$ cat src/rtl/axis_dac_spi_out_if.sv
// Stream bundle carrying the six Q31 control channels into the DAC output stage.
//   tdata  : NUM_CH*32 packed channel words, CH1 in bits [31:0]
//   tvalid : one valid bit per channel
// master drives the bundle, slave (the DAC stage) samples it.
interface axis_dac_spi_out_if #(
  parameter int unsigned NUM_CH = 6
) ();
  logic [NUM_CH*32-1:0] tdata;
  logic [NUM_CH-1:0]    tvalid;

  modport master (output tdata, output tvalid);
  modport slave  (input  tdata, input  tvalid);
endinterface

$ cat src/rtl/axis_dac_spi_out.sv
// Coherent six-channel DAC output stage. Once per frame the channel inputs are
// snapshotted into hold registers, converted to DAC codes and shifted out MSB
// first over one daisy-chained SPI link (CH6 word first), followed by a single
// LDAC pulse so every DAC updates on the same cycle.
//
// Optional feature macro: DAC_ROUND_EN
//   defined   : round to nearest (add half LSB) and saturate positive overflow
//   undefined : plain truncation toward minus infinity
//
// Ports
//   a_clk, a_rst  : clock, asynchronous active-high reset
//   S_AXIS        : slave modport, tdata (NUM_CH*32) / tvalid (NUM_CH)
//   enable        : run frames back to back while high
//   dac_sclk      : SPI clock, high for the first half of each bit cell
//   dac_sdo       : SPI data, changes when dac_sclk rises
//   dac_sync_n    : chain frame select, low during the shift phase
//   dac_ldac_n    : simultaneous update strobe
//   busy          : high whenever a frame is in progress
//   frame_done    : one-cycle pulse in the last LDAC cycle
//   frame_count   : completed frames, wraps
module axis_dac_spi_out #(
  parameter int unsigned NUM_CH   = 6,
  parameter int unsigned DAC_BITS = 20,
  parameter int unsigned SCLK_DIV = 2,
  parameter int unsigned SYNC_GAP = 4,
  parameter int unsigned LDAC_W   = 2
) (
  input  logic                  a_clk,
  input  logic                  a_rst,
  axis_dac_spi_out_if.slave     S_AXIS,
  input  logic                  enable,
  output logic                  dac_sclk,
  output logic                  dac_sdo,
  output logic                  dac_sync_n,
  output logic                  dac_ldac_n,
  output logic                  busy,
  output logic                  frame_done,
  output logic [31:0]           frame_count
);

  localparam int unsigned WORD_W  = 24;
  localparam int unsigned SR_W    = NUM_CH * WORD_W;
  localparam int unsigned CELL    = 2 * SCLK_DIV;
  localparam int unsigned PH_W    = $clog2(CELL);
  localparam int unsigned BIT_W   = $clog2(SR_W);
  localparam int unsigned CNT_MAX = (SYNC_GAP > LDAC_W) ? SYNC_GAP : LDAC_W;
  localparam int unsigned CNT_W   = $clog2(CNT_MAX + 1);
  localparam int unsigned SHAMT   = 32 - DAC_BITS;
  localparam int unsigned PAD     = 20 - DAC_BITS;

`ifdef DAC_ROUND_EN
  localparam logic [32:0]        RND      = 33'(1) << (31 - DAC_BITS);
  localparam logic signed [32:0] CODE_MAX = 33'((33'(1) << (DAC_BITS - 1)) - 33'(1));
`endif

  typedef enum logic [2:0] {IDLE, LOAD, SHIFT, GAP, LDAC} state_t;

  // Q31 sample to two's-complement DAC code
  function automatic logic [DAC_BITS-1:0] to_code(input logic [31:0] x);
`ifdef DAC_ROUND_EN
    logic signed [32:0] sum;
    logic signed [32:0] shifted;
    sum     = $signed({x[31], x}) + $signed(RND);
    shifted = sum >>> SHAMT;
    // Only the positive side can overflow since the half-LSB adder is positive
    if (shifted > CODE_MAX) to_code = DAC_BITS'(CODE_MAX);
    else                    to_code = DAC_BITS'(shifted);
`else
    logic signed [31:0] xs;
    xs      = $signed(x);
    to_code = DAC_BITS'(xs >>> SHAMT);
`endif
  endfunction

  // Write-DAC-register command with the code left-justified in the 20-bit field
  function automatic logic [WORD_W-1:0] to_word(input logic [31:0] x);
    logic [19:0] field;
    field   = 20'(to_code(x)) << PAD;
    to_word = {4'b0001, field};
  endfunction

  state_t                 state_q, state_d;
  logic [PH_W-1:0]        phase_q, phase_d;
  logic [BIT_W-1:0]       bit_q, bit_d;
  logic [CNT_W-1:0]       cnt_q, cnt_d;
  logic [SR_W-1:0]        sreg_q, sreg_d;
  logic [NUM_CH*32-1:0]   hold_q, hold_d;

  logic                   sclk_q, sclk_d;
  logic                   sdo_q, sdo_d;
  logic                   sync_n_q, sync_n_d;
  logic                   ldac_n_q, ldac_n_d;
  logic                   busy_q, busy_d;
  logic                   frame_done_q, frame_done_d;
  logic [31:0]            frame_count_q, frame_count_d;

  // State and datapath registers
  always_ff @(posedge a_clk or posedge a_rst) begin
    if (a_rst) begin
      state_q <= IDLE;
      phase_q <= '0;
      bit_q   <= '0;
      cnt_q   <= '0;
      sreg_q  <= '0;
      hold_q  <= '0;
    end else begin
      state_q <= state_d;
      phase_q <= phase_d;
      bit_q   <= bit_d;
      cnt_q   <= cnt_d;
      sreg_q  <= sreg_d;
      hold_q  <= hold_d;
    end
  end

  // Next state, snapshot and shift sequencing
  always_comb begin
    state_d = state_q;
    phase_d = phase_q;
    bit_d   = bit_q;
    cnt_d   = cnt_q;
    sreg_d  = sreg_q;
    hold_d  = hold_q;
    unique case (state_q)
      IDLE: begin
        if (enable) state_d = LOAD;
      end
      LOAD: begin
        // Channels without tvalid reuse the previous frame's sample
        for (int i = 0; i < int'(NUM_CH); i++) begin
          if (S_AXIS.tvalid[i]) hold_d[i*32 +: 32] = S_AXIS.tdata[i*32 +: 32];
        end
        // CH1 lands in the low word so it is shifted out last
        for (int i = 0; i < int'(NUM_CH); i++) begin
          sreg_d[i*WORD_W +: WORD_W] = to_word(hold_d[i*32 +: 32]);
        end
        phase_d = '0;
        bit_d   = '0;
        state_d = SHIFT;
      end
      SHIFT: begin
        if (phase_q == PH_W'(CELL - 1)) begin
          phase_d = '0;
          if (bit_q == BIT_W'(SR_W - 1)) begin
            cnt_d   = '0;
            state_d = GAP;
          end else begin
            bit_d  = bit_q + BIT_W'(1);
            sreg_d = {sreg_q[SR_W-2:0], 1'b0};
          end
        end else begin
          phase_d = phase_q + PH_W'(1);
        end
      end
      GAP: begin
        if (cnt_q == CNT_W'(SYNC_GAP - 1)) begin
          cnt_d   = '0;
          state_d = LDAC;
        end else begin
          cnt_d = cnt_q + CNT_W'(1);
        end
      end
      LDAC: begin
        // enable is only honoured here, so frames are never cut short
        if (cnt_q == CNT_W'(LDAC_W - 1)) state_d = enable ? LOAD : IDLE;
        else                              cnt_d   = cnt_q + CNT_W'(1);
      end
      default: state_d = IDLE;
    endcase
  end

  // Output decode from the upcoming state so the registered pins line up with it
  always_comb begin
    sclk_d        = 1'b0;
    sdo_d         = 1'b0;
    sync_n_d      = 1'b1;
    ldac_n_d      = 1'b1;
    busy_d        = (state_d != IDLE);
    frame_done_d  = 1'b0;
    frame_count_d = frame_count_q;
    case (state_d)
      SHIFT: begin
        sync_n_d = 1'b0;
        sclk_d   = (phase_d < PH_W'(SCLK_DIV));
        sdo_d    = sreg_d[SR_W-1];
      end
      LDAC: begin
        ldac_n_d = 1'b0;
        if (cnt_d == CNT_W'(LDAC_W - 1)) begin
          frame_done_d  = 1'b1;
          frame_count_d = frame_count_q + 32'd1;
        end
      end
      default: ;
    endcase
  end

  // Output registers
  always_ff @(posedge a_clk or posedge a_rst) begin
    if (a_rst) begin
      sclk_q        <= 1'b0;
      sdo_q         <= 1'b0;
      sync_n_q      <= 1'b1;
      ldac_n_q      <= 1'b1;
      busy_q        <= 1'b0;
      frame_done_q  <= 1'b0;
      frame_count_q <= '0;
    end else begin
      sclk_q        <= sclk_d;
      sdo_q         <= sdo_d;
      sync_n_q      <= sync_n_d;
      ldac_n_q      <= ldac_n_d;
      busy_q        <= busy_d;
      frame_done_q  <= frame_done_d;
      frame_count_q <= frame_count_d;
    end
  end

  assign dac_sclk    = sclk_q;
  assign dac_sdo     = sdo_q;
  assign dac_sync_n  = sync_n_q;
  assign dac_ldac_n  = ldac_n_q;
  assign busy        = busy_q;
  assign frame_done  = frame_done_q;
  assign frame_count = frame_count_q;

endmodule

$ cat src/flat_wrapper.sv
// flat-port wrapper written by rule: the top's interface ports become plain ports
module axis_dac_spi_out_flat 
#(
  parameter int unsigned NUM_CH   = 6,
  parameter int unsigned DAC_BITS = 20,
  parameter int unsigned SCLK_DIV = 2,
  parameter int unsigned SYNC_GAP = 4,
  parameter int unsigned LDAC_W   = 2
)
  (a_clk, a_rst, enable, dac_sclk, dac_sdo, dac_sync_n, dac_ldac_n, busy, frame_done, frame_count, S_AXIS_tdata, S_AXIS_tvalid);
  axis_dac_spi_out_if #(.NUM_CH(NUM_CH)) S_AXIS_i ();
  input  logic a_clk;
  input  logic a_rst;
  input  logic enable;
  output logic dac_sclk;
  output logic dac_sdo;
  output logic dac_sync_n;
  output logic dac_ldac_n;
  output logic busy;
  output logic frame_done;
  output logic [31:0] frame_count;
  input wire logic [$bits(S_AXIS_i.tdata)-1:0] S_AXIS_tdata;
  input wire logic [$bits(S_AXIS_i.tvalid)-1:0] S_AXIS_tvalid;
  assign S_AXIS_i.tdata = S_AXIS_tdata;
  assign S_AXIS_i.tvalid = S_AXIS_tvalid;
  axis_dac_spi_out #(.NUM_CH(NUM_CH), .DAC_BITS(DAC_BITS), .SCLK_DIV(SCLK_DIV), .SYNC_GAP(SYNC_GAP), .LDAC_W(LDAC_W)) u_core (.a_clk(a_clk), .a_rst(a_rst), .S_AXIS(S_AXIS_i), .enable(enable), .dac_sclk(dac_sclk), .dac_sdo(dac_sdo), .dac_sync_n(dac_sync_n), .dac_ldac_n(dac_ldac_n), .busy(busy), .frame_done(frame_done), .frame_count(frame_count));
endmodule
$ cat config.mk
export PLATFORM = sky130hd
export DESIGN_NAME = axis_dac_spi_out_flat
export DESIGN_NICKNAME = d
export VERILOG_FILES = /design/src/rtl/axis_dac_spi_out_if.sv /design/src/rtl/axis_dac_spi_out.sv /design/src/flat_wrapper.sv
export SDC_FILE = /design/constraint.sdc
export NUM_CORES = 1
export LEC_CHECK = 0
export ABC_AREA = 1
export CORE_UTILIZATION = 51
export DETAILED_ROUTE_END_ITERATION = 10
export GPL_ROUTABILITY_DRIVEN = 0
export PLACE_DENSITY_LB_ADDON = 0.12
export SLEW_MARGIN = 30
export SYNTH_ARGS = -nofsm -noshare
export SYNTH_HDL_FRONTEND = slang
export SYNTH_SLANG_ARGS = --single-unit
$ cat constraint.sdc
create_clock -name a_clk -period 14.48 [get_ports a_clk]
set_input_delay 2.896 -clock a_clk [delete_from_list [all_inputs] [get_ports a_clk]]
set_output_delay 2.896 -clock a_clk [all_outputs]
set_load 0.005 [all_outputs]
== Yosys cells after proc, flatten, opt, wreduce, memory -nomap -nowiden ==
Index checks and enable logic that the tools add are counted.

* Output and inout port bits: 38
* Register bits: 390

* Add/subtract/negate cells: 4
* Multiplexer cells: 32
* Order comparisons: 1
* Reduce and logical (&&, ||, !) cells: 11
* Equality and inequality tests: 13

{| class="wikitable"
|+ Operators with widths
! kind !! number
|-
| $mux W144 || 2
|-
| $pmux W144 S2 || 1
|-
| $mux W32 || 6
|-
| $add A32 B1 Y32 const B || 1
|-
| $mux W3 || 9
|-
| $mux W8 || 2
|-
| $pmux W8 S2 || 1
|-
| $pmux W3 S5 || 1
|-
| $reduce_and A2 Y1 || 7
|-
| $eq A3 B2 Y1 const B || 4
|-
| $eq A3 B1 Y1 const B || 3
|-
| $pmux W3 S3 || 1
|-
| $add A8 B1 Y8 const B || 1
|-
| $eq A8 B8 Y1 const B || 1
|-
| $mux W1 || 7
|-
| $eq A3 B3 Y1 const B || 2
|-
| $pmux W2 S2 || 1
|-
| $add A3 B1 Y3 const B || 1
|-
| $logic_not A3 Y1 || 1
|-
| $reduce_and A3 Y1 || 1
|-
| $reduce_bool A3 Y1 || 1
|-
| $add A2 B1 Y2 const B || 1
|-
| $eq A2 B2 Y1 const B || 1
|-
| $lt A2 B2 Y1 const B || 1
|-
| other kinds (4) || 4
|}

== Logic depth before layout (Yosys ltp) ==
* Word-level depth: 7
* Mapped depth: 13
* Gate-level depth less buffers: 12

== Least setup slack after synthesis ==
Ideal clock, no wire load.

* Path kind: input port to flip-flop
* Start point: input port S_AXIS_tvalid[5]
* End point: register u_core.sreg_q[120]
* Data required time: 14.350 ns
* Path slack: 10.935 ns
* Library setup time: 0.130 ns
* Stages on the path: 4
* Data arrival time: 3.415 ns
* Path buffers: 1
* Path through: clkbuf_1 -> o21ai_0 -> nand2_1 -> o211ai_1

* Longest elaborated chain between the ends: 2

{| class="wikitable"
|+ RTL lines
! element !! line !! source
|-
| start, declared || flat_wrapper.sv:23 || <nowiki>input wire logic [$bits(S_AXIS_i.tvalid)-1:0] S_AXIS_tvalid;</nowiki>
|-
| $mux W32 || axis_dac_spi_out.sv:131 || <nowiki>if (S_AXIS.tvalid[i]) hold_d[i*32 +: 32] = S_AXIS.tdata[i*32 +: 32];</nowiki>
|-
| $pmux W144 S2 || axis_dac_spi_out.sv:124 || <nowiki>unique case (state_q)</nowiki>
|-
| end signal, assigned || axis_dac_spi_out.sv:111 || <nowiki>sreg_q <= sreg_d;</nowiki>
|-
| end, declared || axis_dac_spi_out.sv:86 || <nowiki>logic [SR_W-1:0] sreg_q, sreg_d;</nowiki>
|}

Every way passes these cells.
A chain may end at the register's enable or synchronous reset.

== Final worst setup path ==
* Start point: register u_core.sync_n_q, in the netlist u_core.dac_sync_n
* End point: output port dac_sync_n

{| class="wikitable"
|+ RTL lines
! element !! line !! source
|-
| start, declared || axis_dac_spi_out.sv:91 || <nowiki>logic sync_n_q, sync_n_d;</nowiki>
|-
| start signal, assigned || axis_dac_spi_out.sv:211 || <nowiki>sync_n_q <= sync_n_d;</nowiki>
|-
| end, declared || flat_wrapper.sv:17 || <nowiki>output logic dac_sync_n;</nowiki>
|}

No word-level cell between the ends.

==> impl_metrics.json <==
{
  "slew_viol_final": 0,
  "clk_latency_ns": 0.51,
  "cp_num_buf_inv": 1,
  "die_y_um": 170.9,
  "synthTopCellsByArea": "dfrtp_1 54%, nand2_1 17%, o21ai_0 8.4%, nand3_1 5.5%, inv_1 4.8%",
  "std_cell_rows": 61,
  "grt_pass1_wl_um": 52300,
  "drtIter0Drc": 831,
  "clock-sinks": 318,
  "die_x_um": 170.9,
  "synth_area_leader_cell": "dfrtp_1",
  "synth-main-ff-cell": "dfrtp_1",
  "r2r-end": "u_core.dac_sdo",
  "nNetsFinal": 2146,
  "setup_viol": 0,
  "fmax_ghz": 0.2248,
  "synth_edf_count": 0,
  "crit_fanout": 1,
  "min_period_ns": 4.449,
  "p_comb_frac": 0.063,
  "dieArea_um2": 29220,
  "cts_tree": "done",
  "synth.distinct_cells": 33,
  "wl_um": 30020,
  "tns_ns": 0,
  "clock_skew_ns": 0.01354,
  "cap_violations": 0,
  "initial_utilization": 0.5211,
  "ios": 239,
  "globalRouteOverflowTotal": 0,
  "hold_buffers": 0,
  "fillers": 2505,
  "core-area_um2": 27930,
  "worstRegToRegCells": 9,
  "pre_cts_ws_ns": 9.526,
  "via_count": 11840,
  "clockBufferDepth": 3,
  "cp.required_ns": 11.58,
  "status": "complete, no violations",
  "worstSetupStartpointType": "flip-flop",
  "path_clk_slew_ns": 0.06,
  "total_power_mw": 1.973,
  "ys_warn_count": 0,
  "period_share": 0.3073,
  "pwr_density_cell_nw_per_um2": 112.3,
  "grt_pass1_vias": 11390,
  "cts_buffers": 35,
  "place_inst": 2278,
  "p_leak_nw": 8.400,
  "firstDrtPassIters": 5,
  "critical_path_class": "flip-flop to output port",
  "wl_per_cell_um": 12.83,
  "worstSetupEndpointType": "output port",
  "clkPwrFrac": 0.458,
  "antenna_left": 0,
  "antenna_found_initial": 0,
  "hold_start": "u_core.sreg_q[143]",
  "min_path_type": "flip-flop to flip-flop",
  "drc": 0,
  "timing.rr.start": "u_core.bit_q[0]",
  "synthCells": 1815,
  "vias_per_cell": 5.058,
  "crit_family": "flip-flops",
  "grt.total_usage": 0.2153,
  "n_antenna_cell": 0,
  "syn2layout_area_growth_pct": 20.73,
  "final_cell_area_um2": 17570,
  "layout-drive-gt1-share": 0.04585,
  "yosys-top-cells-count": "651 x nand2_1, 316 x dfrtp_1, 245 x o21ai_0",
  "grt_max_degree": 172,
  "synth-async-reset-ratio": 1.000,
  "yosys.cell_count.top_type": "nand2_1",
  "tightest_slew_ns": 0.8177,
  "rrSetupSlack_ns": 11.71,
  "final_util": 0.6290,
  "ys_seq_area_frac": 0.5469,
  "critPathSlowestCell": "dfstp_2",
  "swShare": 0.2213,
  "syn_avg_cell_area_um2": 8.019,
  "slew_headroom": 0.4549,
  "hold_viol": 0,
  "syn_nets": 2023,
  "syn_area_um2": 14560,
  "worst_slack_ns": 10.03,
  "cp_slowest_stage_delay_ns": 0.52,
  "cts_setup_buffers": 0,
  "grt_setup_unrepaired": "no",
  "whs_ns": 0.4755,
  "cts_max_level": 2,
  "fin_cells": 2341,
  "place_area_um2": 16360,
  "synth_top_area_frac": 0.5433,
  "dp_hpwl_um": 18280,
  "pwr-share-seq": 0.479,
  "holdPathEnd": "u_core.sreg_q[143]",
  "critPathArrivalTime_ns": 1.55,
  "cts_root_buf": "clkbuf_16",
  "ir_drop_uv": 86.70,
  "internal_power_mw": 1.536,
  "path_cells": "clkdlybuf4s50_1",
  "cp.depth": 1,
  "synth-seq-cells": 318,
  "power_switching_uw": 436.6,
  "port-buffer-count": 166,
  "cts_resized": 0,
  "min_path_cells": 2
}
==> final cells by class <==
cell class	count	area, um2	share of cell area
Clock inverter	11	148.9	0.008473
Multi-Input combinational cell	1217	5466	0.3111
Tap cell	378	473.0	0.02692
Inverter	191	734.5	0.04180
Clock buffer	51	1027	0.05846
Sequential cell	318	7960	0.4530
Timing Repair Buffer	175	1762	0.1003
==> layer usage <==
metal	routed length, um	global-route usage	up-vias	share of wire
li1	-	-	6018	-
met1	14520	0.2985	5522	0.48
met2	13480	0.3544	251	0.45
met3	1431	0.03030	50	0.048
met4	597	0.05939	0	0.020
met5	0	0	-	0
==> worst max-delay path by stage <==
stage / from / slack [ns] / to
3_3_place_gp: a_rst / 9.38 / u_core.hold_q[111]
5_1_grt: a_rst / 9.86 / u_core.hold_q[110]
4_1_cts: u_core.dac_sync_n / 10.01 / dac_sync_n
3_5_place_dp: a_rst / 9.53 / u_core.hold_q[111]
6_report: u_core.dac_sync_n / 10.03 / dac_sync_n
2_1_floorplan: a_rst / 2.79 / u_core.bit_q[0]
==> power by group through the flow <==
| stage | clock network (mW) | registers (mW) | logic [mW] |
|---|---|---|---|
| 2_1_floorplan | 0 | 0.958 | 0.0713 |
| 4_1_cts | 0.923 | 0.945 | 0.126 |
| 3_5_place_dp | 0 | 0.961 | 0.125 |
| 5_1_grt | 0.956 | 0.949 | 0.145 |
| 3_3_place_gp | 0 | 0.960 | 0.123 |
| 6_report | 0.903 | 0.945 | 0.124 |
==> state kept, by name (all words and copies together) (netlist names), 2 cells and up <==
| name | cells |
|---|---|
| u_core.bit_q | 8 |
| u_core.cnt_q | 3 |
| u_core.frame_count | 32 |
| u_core.hold_q | 120 |
| u_core.phase_q | 2 |
| u_core.sreg_q | 144 |
| u_core.state_q | 3 |
==> layout by cell type, fill, tap and decap left out, drive strengths merged, types with 11 or more instances in the layout <==
master and instances:
o21ai 249, nand3 161, o22ai 16, clkbuf 51
buf 12, nand2 657, nor2 60, dfrtp 316
inv 192, a21oi 11, nor3 14, xor2 16
clkdlybuf4s50 163
==> cell families (layout without fill, tap and decap cells) <==
logic type	count (synthesis)	after routing	synth area share
AOI/OAI and AO/OA	289	289	0.1038
xor gates and xnor gates	21	21	0.01264
adders and majority gates	7	7	0.006017
buffers and inverters	280	428	0.07823
DFF	318	318	0.5469
and+or+nand+nor	900	900	0.2525
No activity file was read; power rests on OpenSTA's default activity.
